===== src/rtl/fifo_arb_pkg.sv =====
// Shared types and helpers for the FIFO write-port arbiter and its bench.
package fifo_arb_pkg;

   typedef enum logic {
      IDLE  = 1'b0,
      BURST = 1'b1
   } arb_state_t;

   localparam int unsigned NUM_REQ_DEF = 4;

   // Index width for n items; never narrower than one bit.
   function automatic int unsigned idx_w(input int unsigned n);
      return (n > 1) ? $clog2(n) : 1;
   endfunction

   localparam int unsigned IDX_W = idx_w(NUM_REQ_DEF);

endpackage


===== src/rtl/fifo_wr_arbiter_if.sv =====
// Requester handshake plus FIFO write-side signals shared by the arbiter.
interface fifo_wr_arbiter_if #(
   parameter int unsigned NUM_REQ    = 4,
   parameter int unsigned DATA_WIDTH = 8
);

   logic [NUM_REQ-1:0]            req_valid;
   logic [NUM_REQ*DATA_WIDTH-1:0] req_data;
   logic [NUM_REQ-1:0]            req_ready;
   logic                          full;
   logic                          overflow;
   logic                          wr_en;
   logic [DATA_WIDTH-1:0]         wdata;

   // Arbiter side.
   modport master (
      input  req_valid, req_data, full, overflow,
      output req_ready, wr_en, wdata
   );

   // Requesters and FIFO side.
   modport slave (
      output req_valid, req_data, full, overflow,
      input  req_ready, wr_en, wdata
   );

endinterface


===== src/rtl/fifo_wr_arbiter_rr_pick.sv =====
// Combinational round-robin picker: first set request scanning from ptr upwards, wrapping.
module rr_pick
   import fifo_arb_pkg::*;
#(
   parameter int unsigned NUM_REQ = 4,
   parameter int unsigned IDX_W   = 2
) (
   input  logic [NUM_REQ-1:0] req,
   input  logic [IDX_W-1:0]   ptr,
   output logic               any,
   output logic [IDX_W-1:0]   idx
);

   logic [IDX_W-1:0] cand;

   // Walk candidates ptr, ptr+1, ... with an explicit wrap so non-power-of-2 counts work.
   always_comb begin
      any  = 1'b0;
      idx  = '0;
      cand = ptr;
      for (int k = 0; k < NUM_REQ; k++) begin
         if (!any && req[cand]) begin
            any = 1'b1;
            idx = cand;
         end
         cand = (cand == IDX_W'(NUM_REQ - 1)) ? '0 : cand + IDX_W'(1);
      end
   end

endmodule


===== src/rtl/fifo_wr_arbiter.sv =====
// Round-robin burst arbiter sharing the FIFO write port among NUM_REQ requesters.
module fifo_wr_arbiter
   import fifo_arb_pkg::*;
#(
   parameter int unsigned NUM_REQ    = 4,
   parameter int unsigned DATA_WIDTH = 8,
   parameter int unsigned BURST_LEN  = 4,
   parameter int unsigned CNT_WIDTH  = 16,
   localparam int unsigned IdxW      = idx_w(NUM_REQ)
) (
   input  logic                 wr_clk,
   input  logic                 rst,
   fifo_wr_arbiter_if.master    bus,
   output logic [IdxW-1:0]      owner,
   output logic                 busy,
   output logic [CNT_WIDTH-1:0] beats_total,
   output logic                 err_overflow
);

   localparam int unsigned BcW = idx_w(BURST_LEN);

   arb_state_t            state_q, state_d;
   logic [IdxW-1:0]       owner_q, owner_d;
   logic [IdxW-1:0]       rr_ptr_q, rr_ptr_d;
   logic [BcW-1:0]        beat_cnt_q, beat_cnt_d;
   logic [CNT_WIDTH-1:0]  beats_total_q;
   logic                  err_overflow_q;

   logic                  pick_any;
   logic [IdxW-1:0]       pick_idx;
   logic                  owner_valid;
   logic [DATA_WIDTH-1:0] owner_data;
   logic                  beat;

   rr_pick #(
      .NUM_REQ (NUM_REQ),
      .IDX_W   (IdxW)
   ) u_pick (
      .req (bus.req_valid),
      .ptr (rr_ptr_q),
      .any (pick_any),
      .idx (pick_idx)
   );

   // Select the current owner's valid and data lane.
   always_comb begin
      owner_valid = 1'b0;
      owner_data  = '0;
      for (int i = 0; i < NUM_REQ; i++) begin
         if (owner_q == IdxW'(i)) begin
            owner_valid = bus.req_valid[i];
            owner_data  = bus.req_data[i*DATA_WIDTH +: DATA_WIDTH];
         end
      end
   end

   // Next-state logic and handshake decode; nothing is granted in IDLE.
   always_comb begin
      state_d       = state_q;
      owner_d       = owner_q;
      rr_ptr_d      = rr_ptr_q;
      beat_cnt_d    = beat_cnt_q;
      beat          = 1'b0;
      bus.req_ready = '0;
      bus.wr_en     = 1'b0;
      bus.wdata     = '0;
      unique case (state_q)
         IDLE: begin
            if (pick_any) begin
               state_d    = BURST;
               owner_d    = pick_idx;
               beat_cnt_d = '0;
            end
         end
         BURST: begin
            for (int i = 0; i < NUM_REQ; i++) begin
               if (owner_q == IdxW'(i)) begin
                  bus.req_ready[i] = ~bus.full;
               end
            end
            beat      = owner_valid & ~bus.full;
            bus.wr_en = beat;
            bus.wdata = beat ? owner_data : '0;
            if (beat) begin
               beat_cnt_d = beat_cnt_q + BcW'(1);
            end
            // Dropping valid ends the burst, even before its first beat.
            if ((beat && (beat_cnt_q == BcW'(BURST_LEN - 1))) || !owner_valid) begin
               state_d    = IDLE;
               beat_cnt_d = '0;
               rr_ptr_d   = (owner_q == IdxW'(NUM_REQ - 1)) ? '0 : owner_q + IdxW'(1);
            end
         end
         default: state_d = IDLE;
      endcase
   end

   // FSM, grant and round-robin pointer registers.
   always_ff @(posedge wr_clk or negedge rst) begin
      if (!rst) begin
         state_q    <= IDLE;
         owner_q    <= '0;
         rr_ptr_q   <= '0;
         beat_cnt_q <= '0;
      end else begin
         state_q    <= state_d;
         owner_q    <= owner_d;
         rr_ptr_q   <= rr_ptr_d;
         beat_cnt_q <= beat_cnt_d;
      end
   end

   // Beat counter (wrapping) and sticky overflow flag.
   always_ff @(posedge wr_clk or negedge rst) begin
      if (!rst) begin
         beats_total_q  <= '0;
         err_overflow_q <= 1'b0;
      end else begin
         if (beat) begin
            beats_total_q <= beats_total_q + CNT_WIDTH'(1);
         end
         if (bus.overflow) begin
            err_overflow_q <= 1'b1;
         end
      end
   end

   assign owner        = owner_q;
   assign busy         = (state_q == BURST);
   assign beats_total  = beats_total_q;
   assign err_overflow = err_overflow_q;

endmodule


===== src/flat_wrapper.sv =====
// flat-port wrapper written by rule: the top's interface ports become plain ports
module fifo_wr_arbiter_flat import fifo_arb_pkg::*;
#(
   parameter int unsigned NUM_REQ    = 4,
   parameter int unsigned DATA_WIDTH = 8,
   parameter int unsigned BURST_LEN  = 4,
   parameter int unsigned CNT_WIDTH  = 16,
   localparam int unsigned IdxW      = idx_w(NUM_REQ)
)
  (wr_clk, rst, owner, busy, beats_total, err_overflow, bus_req_valid, bus_req_data, bus_full, bus_overflow, bus_req_ready, bus_wr_en, bus_wdata);
  fifo_wr_arbiter_if #(.NUM_REQ(NUM_REQ), .DATA_WIDTH(DATA_WIDTH)) bus_i ();
  input  logic wr_clk;
  input  logic rst;
  output logic [IdxW-1:0] owner;
  output logic busy;
  output logic [CNT_WIDTH-1:0] beats_total;
  output logic err_overflow;
  input wire logic [$bits(bus_i.req_valid)-1:0] bus_req_valid;
  input wire logic [$bits(bus_i.req_data)-1:0] bus_req_data;
  input wire logic [$bits(bus_i.full)-1:0] bus_full;
  input wire logic [$bits(bus_i.overflow)-1:0] bus_overflow;
  output wire logic [$bits(bus_i.req_ready)-1:0] bus_req_ready;
  output wire logic [$bits(bus_i.wr_en)-1:0] bus_wr_en;
  output wire logic [$bits(bus_i.wdata)-1:0] bus_wdata;
  assign bus_i.req_valid = bus_req_valid;
  assign bus_i.req_data = bus_req_data;
  assign bus_i.full = bus_full;
  assign bus_i.overflow = bus_overflow;
  assign bus_req_ready = bus_i.req_ready;
  assign bus_wr_en = bus_i.wr_en;
  assign bus_wdata = bus_i.wdata;
  fifo_wr_arbiter #(.NUM_REQ(NUM_REQ), .DATA_WIDTH(DATA_WIDTH), .BURST_LEN(BURST_LEN), .CNT_WIDTH(CNT_WIDTH)) u_core (.wr_clk(wr_clk), .rst(rst), .bus(bus_i), .owner(owner), .busy(busy), .beats_total(beats_total), .err_overflow(err_overflow));
endmodule

===== config.mk =====
export PLATFORM = sky130hd
export DESIGN_NAME = fifo_wr_arbiter_flat
export DESIGN_NICKNAME = d
export VERILOG_FILES = /design/src/rtl/fifo_arb_pkg.sv /design/src/rtl/fifo_wr_arbiter_if.sv /design/src/rtl/fifo_wr_arbiter_rr_pick.sv /design/src/rtl/fifo_wr_arbiter.sv /design/src/flat_wrapper.sv
export SDC_FILE = /design/constraint.sdc
export NUM_CORES = 1
export LEC_CHECK = 0
export CELL_PAD_IN_SITES_DETAIL_PLACEMENT = 1
export CELL_PAD_IN_SITES_GLOBAL_PLACEMENT = 1
export CORE_MARGIN = 3
export CORE_UTILIZATION = 29
export DETAILED_ROUTE_END_ITERATION = 6
export PLACE_DENSITY = 0.85
export RECOVER_POWER = 50
export SYNTH_ARGS = -nofsm -noshare
export SYNTH_HDL_FRONTEND = slang
export SYNTH_SLANG_ARGS = --single-unit

===== constraint.sdc =====
create_clock -name wr_clk -period 2.2 [get_ports wr_clk]
set_input_delay 0.55 -clock wr_clk [delete_from_list [all_inputs] [get_ports wr_clk]]
set_output_delay 0.55 -clock wr_clk [all_outputs]
set_load 0.03 [all_outputs]

==> flow_metrics.py <==
metrics = {
    "worst_setup_path": {
        "cp_slowest_stage_delay_ns": 0.44,
        "path_buf_inv": 4,
        "crit_type": "flip-flop to output port",
        "cp_slowest_cell": "dfrtp_2",
        "r2r_start": "u_core.owner[0]$_DFFE_PN0P_",
        "endpoint_kind": "output port",
        "rrSetupSlack_ns": -0.06,
        "path_cells": "buf_6 -> ha_4 -> buf_12 -> o211ai_4 -> nand3_2 -> buf_12 -> nor2_4 -> buf_6",
        "startpoint_type": "flip-flop",
        "startpoint": "u_core.owner[0]$_DFFE_PN0P_",
        "cp.arrival_ns": 1.93,
        "crit_fanout": 12,
        "required_ns": 1.65,
        "cp_top_family": "buffers and inverters",
    },
    "flow_run": {
        "cap_viol_max_count": 0,
    },
    "sta": {
        "max_clock_freq_ghz": 0.4032,
        "final-setup-viol-count": 13,
        "post-route-period-util_pct": 112.7,
        "slew_viol_final": 0,
        "worstMarginPinSlew_ns": 1.331,
        "skew_ns": 0.004011,
        "final_hold_viol_count": 0,
        "finalSetupTns_ns": -2.474,
        "final.setup.worst_slack_ns": -0.2799,
        "slew_headroom_pct": 11.23,
        "rsz0062_at_grt": "true",
        "fin_crit_ns": 2.480,
    },
    "global_routing": {
        "use_met2_pct": 37.13,
        "grt_usage_pct": 19.45,
        "grt_pass1_wl_um": 11680,
        "grt_pass1_vias": 2338,
        "gr-usage-met3_pct": 2.376,
        "antenna_found_initial": 0,
        "grt_max_degree": 25,
        "grt_busiest_layer": "met2",
        "met1_usage_pct": 22.41,
        "overflow": 0,
    },
    "synth": {
        "synth_edf_count": 0,
        "yosysWarnings": 0,
        "synth-async-reset-ratio_pct": 100.0,
        "synth_cell_types": 50,
        "synth_compound_area_share_pct": 18.83,
        "synth_top_family_by_area": "simple AND/OR/NAND/NOR gates",
        "synth_ff_type": "dfrtp_1",
        "synthSimpleGateAreaFrac_pct": 25.03,
        "syn-num-nets": 262,
        "synth_seq_cells": 24,
        "syn_avg_cell_area_um2": 8.718,
        "postSynthCellCount": 215,
        "synth.yosys.seq_area_share_pct": 32.04,
        "syn_area_mm2": 0.001874,
        "synthMuxAreaShare_pct": 6.075,
        "synthAdderAreaFrac_pct": 4.673,
        "synthXorXnorAreaFrac_pct": 7.944,
    },
    "power_and_ir_drop": {
        "p_per_area_mw_per_mm2": 1291,
        "p_leak_nw": 1.556,
        "vdd_ir_drop_max_mv": 0.6214,
        "power_mw": 4.586,
    },
    "layout": {
        "layout_commonest_cell": "clkdlybuf4s50_1",
        "antenna_cells": 0,
        "drive_gt1_share_pct": 39.56,
        "fin_area_mm2": 0.003553,
        "final_util_pct": 58.29,
        "area_growth_pct": 89.59,
        "final_cell_mix": "clkdlybuf4s50_1 (53), buf_4 (36), dfrtp_1 (22)",
        "nets": 369,
    },
    "drt": {
        "wirelength_um": 7657,
        "drc": 0,
        "drt_iter0_markers": 64,
        "wl_per_cell_um": 19.34,
        "vias": 2085,
        "first_pass_iters": 3,
        "drtAntennaViolNets": 0,
        "vias_per_cell": 5.265,
    },
    "cts": {
        "cts_made_buffers": 3,
        "cts_max_level": 1,
        "clock_latency_ns": 0.27,
        "clock_path_buffers": 2,
        "cts.sinks": 24,
        "cts_tree": "yes",
        "cts_root_buf": "clkbuf_8",
        "holdBufCountCts": 0,
        "clkTransAtPathRegs_ns": 0.09,
    },
    "floorplan": {
        "chipHeight_um": 86.40,
        "die_w_um": 86.40,
        "rows": 28,
        "die-area_mm2": 0.007464,
        "start_util_pct": 30.75,
        "io-pin-count": 73,
        "core_area_mm2": 0.006096,
    },
    "min_path": {
        "holdCritPathClass": "flip-flop to flip-flop",
        "hp-start": "u_core.err_overflow$_DFFE_PN0P_",
    },
    "place": {
        "dp_slack_ns": -0.2575,
        "place_area_mm2": 0.002949,
        "hpwl_um": 5178,
        "port_buffers": 72,
        "place_congestion": 0.7772,
    },
    "status": {
        "violations": "negative setup slack",
        "status": "complete, but fails checks",
    },
}
## through the flow
stage | hold WS [ns] | cells
CTS | 0.4811 | 396
finish | 0.4680 | 396
detailed placement | 0.4619 | 381
global route | 0.4822 | 396
floorplan | 0.2544 | 215
global placement | 0.4556 | 381
## cells in the mapped netlist, drive strengths merged (6+ instances only)
master  count  area (um^2)
a21oi      11        55.05
a221oi      8        70.07
buf         7        41.29
clkbuf      7        26.28
dfrtp      24        600.6
ha          7        87.58
inv         9        33.78
nand2      19        71.32
nand3       8        40.04
nor2       15        56.30
nor2b      12        75.07
nor3       13        65.06
o21ai       6        33.78
xnor2       8        70.07
xor2        9        78.83
## layout make-up
| type | count | area, um^2 |
|---|---|---|
| fillers | 656 | 2542 |
| multi-input cells | 168 | 1613 |
| repair buffers | 116 | 1136 |
| flip-flops and latches | 24 | 603.1 |
| well taps | 75 | 93.84 |
| clock buffers | 3 | 41.29 |
| inverters | 9 | 36.28 |
| clock inverters | 1 | 30.03 |
## flip-flops by register name, indices dropped and copies added, names as in the netlist
register and cells:
u_core.beats_total 16, u_core.rr_ptr_q 2, u_core.busy 1, u_core.err_overflow 1, u_core.owner 2, u_core.beat_cnt_q 2
## routing by layer
layer  up-vias  wire, um
met2        57      4137
met4         0       179
met5         -         0
met3        14       314
met1      1031      3025
li1        983         -
## report_power, final
| group | internal, mW | switching [mW] | total [mW] | leakage [nW] |
|---|---|---|---|---|
| logic | 1.70 | 1.83 | 3.53 | 1.21 |
| registers | 0.538 | 0.121 | 0.659 | 0.312 |
| clock network | 0.244 | 0.156 | 0.399 | 0.0357 |
| total | 2.48 | 2.10 | 4.59 | 1.56 |
## path summary, 6_finish.rpt
kind / to / cells after the start
worst min register to register: u_core.err_overflow$_DFFE_PN0P_ / 1
worst max-delay path: bus_wdata[3] / 8
max in group asynchronous: u_core.owner[0]$_DFFE_PN0P_ / 2
worst max register to register: u_core.beats_total[14]$_DFFE_PN0P_ / 10
worst min-delay path: u_core.err_overflow$_DFFE_PN0P_ / 1
min in group asynchronous: u_core.beats_total[3]$_DFFE_PN0P_ / 2
## cell families (layout without fill, tap and decap cells)
family,Yosys count,after routing
buffers and inverters,23,129
adder cells (fa/ha/maj),7,7
AND/OR/NAND/NOR,90,90
AO/OA/AOI/OAI,45,45
flip-flops,24,24
multiplexers,9,9
XOR/XNOR,17,17
## repair_timing
| item | in CTS | in global routing |
|---|---|---|
| cloned | 0 | 0 |
| endpoints found under the setup margin | 17 | 25 |
| buffers inserted | 11 | 0 |
| pin swaps | 13 | 7 |
| resized for setup | 50 | 43 |
Note: power is estimated with default switching activity, not from simulation.
